## config.mk

```make
export PLATFORM = sky130hd
export DESIGN_NAME = hue_sequencer_flat
export DESIGN_NICKNAME = d
export VERILOG_FILES = /design/src/rtl/pwm_pkg.sv /design/src/rtl/hue_sequencer_if.sv /design/src/rtl/hue_sequencer_tick_gen.sv /design/src/rtl/hue_sequencer.sv /design/src/flat_wrapper.sv
export SDC_FILE = /design/constraint.sdc
export NUM_CORES = 1
export LEC_CHECK = 0
export ABC_AREA = 1
export BUFFER_PORTS_ARGS = -buffer_cell sky130_fd_sc_hd__buf_2
export CAP_MARGIN = 20
export CORE_MARGIN = 3
export CORE_UTILIZATION = 50
export CTS_CLUSTER_SIZE = 40
export DETAILED_ROUTE_END_ITERATION = 16
export PLACE_DENSITY = 0.79
export SYNTH_ARGS = -nofsm -noshare
export SYNTH_HDL_FRONTEND = slang
export SYNTH_HIERARCHICAL = 1
export SYNTH_SLANG_ARGS = --single-unit
```

## constraint.sdc

```tcl
create_clock -name clk -period 4.95 [get_ports clk]
set_input_delay 0.99 -clock clk [delete_from_list [all_inputs] [get_ports clk]]
set_output_delay 0.99 -clock clk [all_outputs]
set_load 0.01 [all_outputs]
```

## src/rtl/pwm_pkg.sv

```systemverilog
// Shared constants and types for the RGB hue sequencer and its pwm consumers.
package pwm_pkg;

    localparam logic [6:0] DUTY_MAX       = 7'd100;
    localparam logic [6:0] LEVELS_PER_SEG = 7'd100;
    localparam logic [6:0] LEVEL_LAST     = 7'd99;

    typedef enum logic [2:0] {
        SEG_G_UP = 3'd0,
        SEG_R_DN = 3'd1,
        SEG_B_UP = 3'd2,
        SEG_G_DN = 3'd3,
        SEG_R_UP = 3'd4,
        SEG_B_DN = 3'd5
    } segment_t;

    // Falling channel value for a level: full scale minus the level.
    function automatic logic [6:0] duty_inv(input logic [6:0] level);
        return DUTY_MAX - level;
    endfunction

    // Successor on the hue wheel; anything unexpected restarts at the first segment.
    function automatic segment_t seg_succ(input segment_t seg);
        segment_t nxt;
        case (seg)
            SEG_G_UP: nxt = SEG_R_DN;
            SEG_R_DN: nxt = SEG_B_UP;
            SEG_B_UP: nxt = SEG_G_DN;
            SEG_G_DN: nxt = SEG_R_UP;
            SEG_R_UP: nxt = SEG_B_DN;
            SEG_B_DN: nxt = SEG_G_UP;
            default:  nxt = SEG_G_UP;
        endcase
        return nxt;
    endfunction

endpackage

```

## src/rtl/hue_sequencer_if.sv

```systemverilog
// Control and duty-cycle bundle between the top level and the hue sequencer.
interface hue_sequencer_if;
    logic        enable;
    logic        restart;
    logic [31:0] red_duty;
    logic [31:0] green_duty;
    logic [31:0] blue_duty;
    logic [2:0]  segment;
    logic        wrap;

    modport master (
        output enable, restart,
        input  red_duty, green_duty, blue_duty, segment, wrap
    );

    modport slave (
        input  enable, restart,
        output red_duty, green_duty, blue_duty, segment, wrap
    );
endinterface

```

## src/rtl/hue_sequencer_tick_gen.sv

```systemverilog
// Prescaler producing one level-step tick every TICKS_PER_LEVEL enabled cycles.
module tick_gen #(
    parameter int TICKS_PER_LEVEL = 20000
) (
    input  logic clk,
    input  logic rst,
    input  logic clear,
    input  logic enable,
    output logic tick
);

    localparam int PW = (TICKS_PER_LEVEL > 1) ? $clog2(TICKS_PER_LEVEL) : 1;
    localparam logic [PW-1:0] LAST  = PW'(TICKS_PER_LEVEL - 1);
    localparam logic [PW-1:0] ONE   = PW'(1);
    localparam logic [PW-1:0] ZERO  = PW'(0);

    logic [PW-1:0] r_prescaler;

    // Tick fires from the registered count so the level moves on the same edge.
    assign tick = enable && (r_prescaler == LAST);

    // Prescaler: cleared by reset/restart, wraps on tick, holds while disabled.
    always_ff @(posedge clk) begin
        if (rst || clear) begin
            r_prescaler <= ZERO;
        end else if (tick) begin
            r_prescaler <= ZERO;
        end else if (enable) begin
            r_prescaler <= r_prescaler + ONE;
        end else begin
            r_prescaler <= r_prescaler;
        end
    end

endmodule

```

## src/rtl/hue_sequencer.sv

```systemverilog
// Walks the six-segment hue wheel and drives registered R/G/B duty cycles.
module hue_sequencer
    import pwm_pkg::*;
#(
    parameter int TICKS_PER_LEVEL = 20000
) (
    input  logic            clk,
    input  logic            rst,
    hue_sequencer_if.slave  bus
);

    logic       w_tick;
    logic [6:0] r_level;
    segment_t   r_segment;
    logic       r_wrap;
    logic [6:0] r_red;
    logic [6:0] r_green;
    logic [6:0] r_blue;

    logic [6:0] w_level_next;
    segment_t   w_segment_next;
    logic       w_wrap_next;
    logic [6:0] w_red_next;
    logic [6:0] w_green_next;
    logic [6:0] w_blue_next;

    tick_gen #(
        .TICKS_PER_LEVEL (TICKS_PER_LEVEL)
    ) u_tick_gen (
        .clk    (clk),
        .rst    (rst),
        .clear  (bus.restart),
        .enable (bus.enable),
        .tick   (w_tick)
    );

    // State and output registers; duties are loaded from the next-state view.
    always_ff @(posedge clk) begin
        if (rst) begin
            r_level   <= 7'd0;
            r_segment <= SEG_G_UP;
            r_wrap    <= 1'b0;
            r_red     <= DUTY_MAX;
            r_green   <= 7'd0;
            r_blue    <= 7'd0;
        end else begin
            r_level   <= w_level_next;
            r_segment <= w_segment_next;
            r_wrap    <= w_wrap_next;
            r_red     <= w_red_next;
            r_green   <= w_green_next;
            r_blue    <= w_blue_next;
        end
    end

    // Next level/segment: restart first, then illegal-state recovery, then tick stepping.
    always_comb begin
        w_level_next   = r_level;
        w_segment_next = r_segment;
        w_wrap_next    = 1'b0;
        if (bus.restart) begin
            w_level_next   = 7'd0;
            w_segment_next = SEG_G_UP;
        end else begin
            case (r_segment)
                SEG_G_UP, SEG_R_DN, SEG_B_UP, SEG_G_DN, SEG_R_UP, SEG_B_DN: begin
                    if (w_tick) begin
                        if (r_level < LEVEL_LAST) begin
                            w_level_next = r_level + 7'd1;
                        end else begin
                            w_level_next   = 7'd0;
                            w_segment_next = seg_succ(r_segment);
                            w_wrap_next    = (r_segment == SEG_B_DN);
                        end
                    end else begin
                        w_level_next   = r_level;
                        w_segment_next = r_segment;
                    end
                end
                default: begin
                    w_level_next   = 7'd0;
                    w_segment_next = SEG_G_UP;
                end
            endcase
        end
    end

    // Duty mapping for the upcoming level/segment so outputs carry no extra latency.
    always_comb begin
        w_red_next   = DUTY_MAX;
        w_green_next = 7'd0;
        w_blue_next  = 7'd0;
        case (w_segment_next)
            SEG_G_UP: begin
                w_red_next = DUTY_MAX;               w_green_next = w_level_next;            w_blue_next = 7'd0;
            end
            SEG_R_DN: begin
                w_red_next = duty_inv(w_level_next); w_green_next = DUTY_MAX;                w_blue_next = 7'd0;
            end
            SEG_B_UP: begin
                w_red_next = 7'd0;                   w_green_next = DUTY_MAX;                w_blue_next = w_level_next;
            end
            SEG_G_DN: begin
                w_red_next = 7'd0;                   w_green_next = duty_inv(w_level_next);  w_blue_next = DUTY_MAX;
            end
            SEG_R_UP: begin
                w_red_next = w_level_next;           w_green_next = 7'd0;                    w_blue_next = DUTY_MAX;
            end
            SEG_B_DN: begin
                w_red_next = DUTY_MAX;               w_green_next = 7'd0;                    w_blue_next = duty_inv(w_level_next);
            end
            default: begin
                w_red_next = DUTY_MAX;               w_green_next = 7'd0;                    w_blue_next = 7'd0;
            end
        endcase
    end

    assign bus.red_duty   = {25'd0, r_red};
    assign bus.green_duty = {25'd0, r_green};
    assign bus.blue_duty  = {25'd0, r_blue};
    assign bus.segment    = r_segment;
    assign bus.wrap       = r_wrap;

endmodule

```

## src/flat_wrapper.sv

```systemverilog
// flat-port wrapper written by rule: the top's interface ports become plain ports
module hue_sequencer_flat import pwm_pkg::*;
#(
    parameter int TICKS_PER_LEVEL = 20000
)
  (clk, rst, bus_enable, bus_restart, bus_red_duty, bus_green_duty, bus_blue_duty, bus_segment, bus_wrap);
  hue_sequencer_if bus_i ();
  input  logic clk;
  input  logic rst;
  input wire logic [$bits(bus_i.enable)-1:0] bus_enable;
  input wire logic [$bits(bus_i.restart)-1:0] bus_restart;
  output wire logic [$bits(bus_i.red_duty)-1:0] bus_red_duty;
  output wire logic [$bits(bus_i.green_duty)-1:0] bus_green_duty;
  output wire logic [$bits(bus_i.blue_duty)-1:0] bus_blue_duty;
  output wire logic [$bits(bus_i.segment)-1:0] bus_segment;
  output wire logic [$bits(bus_i.wrap)-1:0] bus_wrap;
  assign bus_i.enable = bus_enable;
  assign bus_i.restart = bus_restart;
  assign bus_red_duty = bus_i.red_duty;
  assign bus_green_duty = bus_i.green_duty;
  assign bus_blue_duty = bus_i.blue_duty;
  assign bus_segment = bus_i.segment;
  assign bus_wrap = bus_i.wrap;
  hue_sequencer #(.TICKS_PER_LEVEL(TICKS_PER_LEVEL)) u_core (.clk(clk), .rst(rst), .bus(bus_i));
endmodule
```

==> results of run 1 <==
## tightest hold or removal path, delay by kind of cell, from the launching register on
kind / cells / cell delay (ns)
AOI/OAI and AO/OA: 1 / 0.05
DFF: 1 / 0.33
and+or+nand+nor: 1 / 0.06
## power breakdown
part	leakage [nW]	switching (mW)	total (mW)	internal, mW
Combinational	0.983	0.0392	0.0430	0.00387
Clock	0.0491	0.138	0.242	0.104
Sequential	0.379	0.000834	0.379	0.378
Total	1.41	0.178	0.664	0.486
## kinds of logic after synthesis
group | synth area share (%)
AO/OA/AOI/OAI | 6.58
XOR/XNOR | 2.82
adder cells (fa/ha/maj) | 1.21
buffers and inverters | 24.3
flip-flops | 30.3
other | 0.121
AND/OR/NAND/NOR | 34.6
## routing by layer
metal  track usage (%)  up-vias  routed length, µm
met1              19.1     1113               2540
li1                  -     1242                  -
met3              4.22        9                401
met5                 0        -                  0
met4              6.91        0                 89
met2              27.6       91               2870
## sequential cells by signal, indices dropped and copies added (netlist names)
name	flops
u_core/r_level	7
u_core/r_blue	7
u_core/u_tick_gen/r_prescaler	15
u_core/bus.wrap	1
u_core/r_red	7
u_core/bus.segment	3
u_core/r_green	7
## per-stage QoR
stage | hold WS, ns | setup WS (ns)
floorplan | 0.452 | 1.90
finish | 0.487 | 1.79
global placement | 0.469 | 1.70
CTS | 0.494 | 1.83
global route | 0.518 | 1.59
detailed placement | 0.481 | 1.52
## placed cells by master, fill, tap and decap left out, drive strengths merged
cell type  count
clkinv         1
a22oi          1
xnor2          2
inv           41
xor2           8
ha             3
o21bai         1
conb          75
buf           29
dfxtp         47
a211oi         1
nand3         36
nand3b         1
clkbuf         5
nand4          6
o21ai          5
nor3           2
nand2         89
a21oi         26
nor2          76
and2           1
## worst paths after layout
check                           slack, ns                              start                                 to  cells after the start
worst max-delay path                 1.79                         bus_enable                  u_core/r_green[6]                     17
worst min-delay path                 0.49  u_core/u_tick_gen/r_prescaler[14]  u_core/u_tick_gen/r_prescaler[14]                      2
worst max register to register       1.89   u_core/u_tick_gen/r_prescaler[0]                  u_core/r_green[6]                     17
worst min register to register       0.49  u_core/u_tick_gen/r_prescaler[14]  u_core/u_tick_gen/r_prescaler[14]                      2
## cell type report
class / count / area (µm²) / share of cell area [%]
Multi-Input combinational cell: 333 / 1680 / 54.2
Sequential cell: 47 / 941 / 30.3
Timing Repair Buffer: 29 / 148 / 4.75
Inverter: 39 / 146 / 4.71
Tap cell: 75 / 93.8 / 3.02
Clock buffer: 5 / 68.8 / 2.21
Clock inverter: 3 / 26.3 / 0.845
==> results.sh, run 1 <==
export IMPL_crit_type="primary input to flop"
export IMPL_syn_area_per_cell_um2=7.28
export IMPL_max_vdd_ir_drop_mv=0.111
export IMPL_synth_most_common_cell="nand2_1"
export IMPL_seq_area_frac_synth_pct=30.3
export IMPL_final_hold_viol_count=0
export IMPL_synth_commonest_cells="78 x nand2_1, 75 x buf_4, 60 x nor2_1"
export IMPL_async_flop_share_pct=0
export IMPL_yosysWarnings=6
export IMPL_post_cts_buffers=0
export IMPL_p_leak_nw=1.41
export IMPL_htreeDepth=2
export IMPL_synth_edf_count=0
export IMPL_hp_class="flop to flop"
export IMPL_fin_area_mm2=0.00311
export IMPL_rsz0062_at_grt="no"
export IMPL_antenna_found_initial=0
export IMPL_crit_path_top_delay_cell="nand3b_1"
export IMPL_fmax_ghz=0.317
export IMPL_ant_nets=0
export IMPL_slew_headroom_pct=63.5
export IMPL_drc=0
export IMPL_vias_per_cell=4.62
export IMPL_post_place_cells=523
export IMPL_core_mm2=0.00596
export IMPL_ys_flop_type="dfxtp_1"
export IMPL_num_rows=28
export IMPL_grt_max_degree=29
export IMPL_end_kind="flop"
export IMPL_fp_dieArea_mm2=0.00718
export IMPL_io_buffers=28
export IMPL_cp_required_ns=5.19
export IMPL_cts_tree="built"
export IMPL_synth_area_mm2=0.00310
export IMPL_cts_sinks=47
export IMPL_maxCapViolations=0
export IMPL_synth_cell_types=32
export IMPL_area_growth_pct=0.202
export IMPL_cts_resized_gates=0
export IMPL_crit_chain="buf_2, nand2_1, nor2_1, nand3_1, nor2_2, buf_4, nand3_1, and2_1, nor2_1, inv_1, ha_1, nand3b_1, nand3_2, nand2_1, nand2_1, nand3_1, a21oi_1"
export IMPL_critPathBufInv=3
export IMPL_die_w_um=84.8
export IMPL_place_congestion=0.967
export IMPL_synth_top_cell_area_share_pct=30.3
export IMPL_ys_seq_elements=47
export IMPL_antennaDiodeCount=0
export IMPL_status="finished, final reports clean"
export IMPL_drt_iter0_drc=196
export IMPL_yosys_top_cells_area="dfxtp_1 30%, buf_4 18%, nand2_1 9.4%"
export IMPL_grt_pass1_vias=2256
export IMPL_finalNetCount=462
export IMPL_fin_util_pct=52.2
export IMPL_root_buffer="clkbuf_8"
export IMPL_synth_cells=426
export IMPL_instances_no_fill=531
export IMPL_hpwl_mm=4.62
export IMPL_p_total_uw=664
export IMPL_fin_tns_setup_ns=0
export IMPL_num_vias=2455
export IMPL_grt_ovfl_total=0
export IMPL_slowest_delay_ns=0.26
export IMPL_crit_arrival_ns=3.40
export IMPL_drt_total_wl_mm=5.90
export IMPL_tightest_slew_ns=0.548
export IMPL_wl_per_cell_um=11.1
export IMPL_initial_core_util_pct=52.1
export IMPL_grt_pass1_wl_mm=9.55
export IMPL_skew_ns=0.0136
export IMPL_drtPass1Iterations=4
export IMPL_clkLatencyLatePin_ns=0.31
export IMPL_synth_area_leader_cell="dfxtp_1"
export IMPL_path_delay_family="simple AND/OR/NAND/NOR gates"
export IMPL_numCtsBuffers=5
export IMPL_num_fill_cells=594
export IMPL_p_per_area_mw_per_mm2=214
export IMPL_setup_violations=0
export IMPL_hold_buffers=0
export IMPL_drive_gt1_share_pct=19.3
export IMPL_post_route_period_util_pct=63.8
export IMPL_place_area_mm2=0.00301
export IMPL_num_io_pins=104
export IMPL_path_max_fanout=11
export IMPL_dieHeight_um=84.8
export IMPL_clk_pin_slew_ns=0.10
export IMPL_fin_crit_ns=3.16
export IMPL_report_final_slew_viol_count=0
export IMPL_clk_path_buf_depth=2
export IMPL_start_kind="primary input"
export IMPL_grt_use_total_pct=16.2
Power figures use the tool's default switching activity.
==> run 2, diff against run 1 <==
- CORE_UTILIZATION: 50 -> 46
- PLACE_DENSITY: 0.79 -> 0.77
- clock period: 4.95 -> 2.6 ns (I/O delays scaled with it)
==> results.sh, run 2 (same netlist as run 1, synthesis figures left out) <==
export IMPL_status="finished, final reports clean"
export IMPL_core_mm2=0.00646
export IMPL_root_buffer="clkbuf_8"
export IMPL_post_place_cells=531
export IMPL_path_delay_family="simple AND/OR/NAND/NOR gates"
export IMPL_path_max_fanout=4
export IMPL_crit_arrival_ns=2.65
export IMPL_die_w_um=88.1
export IMPL_clk_path_buf_depth=2
export IMPL_cts_sinks=47
export IMPL_drc=0
export IMPL_seqCellArea_um2=945
export IMPL_grt_use_total_pct=15.0
export IMPL_final_common_cell="nand2_1"
export IMPL_num_rows=29
export IMPL_skew_ns=0.0130
export IMPL_fin_crit_ns=2.42
export IMPL_clk_pin_slew_ns=0.09
export IMPL_ant_nets=0
export IMPL_drtPass1Iterations=4
export IMPL_wl_per_cell_um=10.9
export IMPL_slowest_delay_ns=0.38
export IMPL_finalNetCount=471
export IMPL_cts_tree="built"
export IMPL_grt_pass1_wl_mm=9.34
export IMPL_dieHeight_um=88.1
export IMPL_start_kind="flop"
export IMPL_numCtsBuffers=5
export IMPL_setup_violations=0
export IMPL_io_buffers=28
export IMPL_grt_ovfl_total=0
export IMPL_num_io_pins=104
export IMPL_p_leak_nw=1.46
export IMPL_maxCapViolations=0
export IMPL_htreeDepth=2
export IMPL_crit_type="flop to flop"
export IMPL_fin_area_mm2=0.00323
export IMPL_place_congestion=0.961
export IMPL_setup_ws_ns=0.178
export IMPL_vias_per_cell=4.62
export IMPL_drt_total_wl_mm=5.93
export IMPL_grt_max_degree=29
export IMPL_crit_path_top_delay_cell="dfxtp_1"
export IMPL_hpwl_mm=4.66
export IMPL_end_kind="flop"
export IMPL_drt_iter0_drc=155
export IMPL_final_hold_viol_count=0
export IMPL_antenna_found_initial=0
export IMPL_largest_reg_flops=15
export IMPL_instances_no_fill=542
export IMPL_num_fill_cells=616
export IMPL_tightest_slew_ns=0.555
export IMPL_slew_headroom_pct=63.0
export IMPL_max_vdd_ir_drop_mv=0.272
export IMPL_report_final_slew_viol_count=0
export IMPL_initial_core_util_pct=48.0
export IMPL_post_route_period_util_pct=93.2
export IMPL_drive_gt1_share_pct=23.4
export IMPL_place_area_mm2=0.00306
export IMPL_fmax_ghz=0.413
export IMPL_grt_pass1_vias=2220
export IMPL_fin_util_pct=50.0
export IMPL_regMostFlops="u_core/u_tick_gen/r_prescaler"
export IMPL_multi_input_area_mm2=0.00172
export IMPL_crit_chain="nand2_1, nor2_1, nand3_2, nor2_4, nand3_2, and2_4, nor2_2, inv_1, ha_1, nand3b_1, nand3_2, nand2_1, nand2_1, nand3_1, a21oi_1"
export IMPL_place_ws_ns=0.0383
export IMPL_area_growth_pct=4.11
export IMPL_critPathBufInv=1
export IMPL_p_per_area_mw_per_mm2=400
export IMPL_antennaDiodeCount=0
export IMPL_layout_common_cells="77 x nand2_1, 75 x conb_1, 57 x nor2_1"
export IMPL_num_vias=2506
export IMPL_cp_required_ns=2.83
export IMPL_clkLatencyLatePin_ns=0.30
export IMPL_hp_class="flop to flop"
export IMPL_fp_dieArea_mm2=0.00776
-- run 2: final timing paths --
kind                                          start                           endpoint  slack [ns]  depth (start not counted)
setup / recovery  u_core/u_tick_gen/r_prescaler[10]                  u_core/r_green[6]        0.18                         15
hold / removal    u_core/u_tick_gen/r_prescaler[14]  u_core/u_tick_gen/r_prescaler[14]        0.48                          2
setup reg to reg  u_core/u_tick_gen/r_prescaler[10]                  u_core/r_green[6]        0.18                         15
hold reg to reg   u_core/u_tick_gen/r_prescaler[14]  u_core/u_tick_gen/r_prescaler[14]        0.48                          2
-- run 2: through the flow --
| stage | hold WS [ns] | TNS [ns] | power, mW |
|---|---|---|---|
| floorplan | 0.452 | 0 | 0.894 |
| global placement | 0.467 | 0 | 0.819 |
| detailed placement | 0.472 | 0 | 0.820 |
| CTS | 0.489 | 0 | 1.30 |
| global route | 0.524 | -0.237 | 1.35 |
| finish | 0.481 | 0 | 1.29 |
-- run 2: metal layers --
layer / part of all wire (%) / global-route usage, % / vias up
li1: - / - / 1261
met1: 43 / 17.9 / 1153
met2: 50 / 26.7 / 85
met3: 6.2 / 3.39 / 7
met4: 1.2 / 4.40 / 0
met5: 0 / 0 / -
-- run 2: layout make-up --
type / instances / share of cell area (%)
sequential: 47 / 29.3
tap: 77 / 2.98
clock inverter: 1 / 0.232
timing repair buffer: 38 / 6.78
inverter: 39 / 4.53
multi-input combinational: 333 / 53.2
clock buffer: 7 / 2.98
-- run 2: worst min-delay path: stages, from the launching register on --
cell and delay (ns):
dfxtp_1 0.33, nand2_1 0.06, a21oi_1 0.05
-- run 2: power breakdown --
| part | leakage, nW | switching (mW) | internal (mW) | total (mW) |
|---|---|---|---|---|
| Combinational | 1.03 | 0.0769 | 0.0114 | 0.0883 |
| Sequential | 0.380 | 0.000670 | 0.720 | 0.721 |
| Clock | 0.0505 | 0.240 | 0.242 | 0.481 |
-- run 2: repair_timing --
| item | CTS | global route |
|---|---|---|
| hold buffers | 0 | 0 |
| buffers inserted | 0 | 3 |
| endpoints found under the setup margin | 0 | 15 |
| gates resized for setup | 0 | 14 |
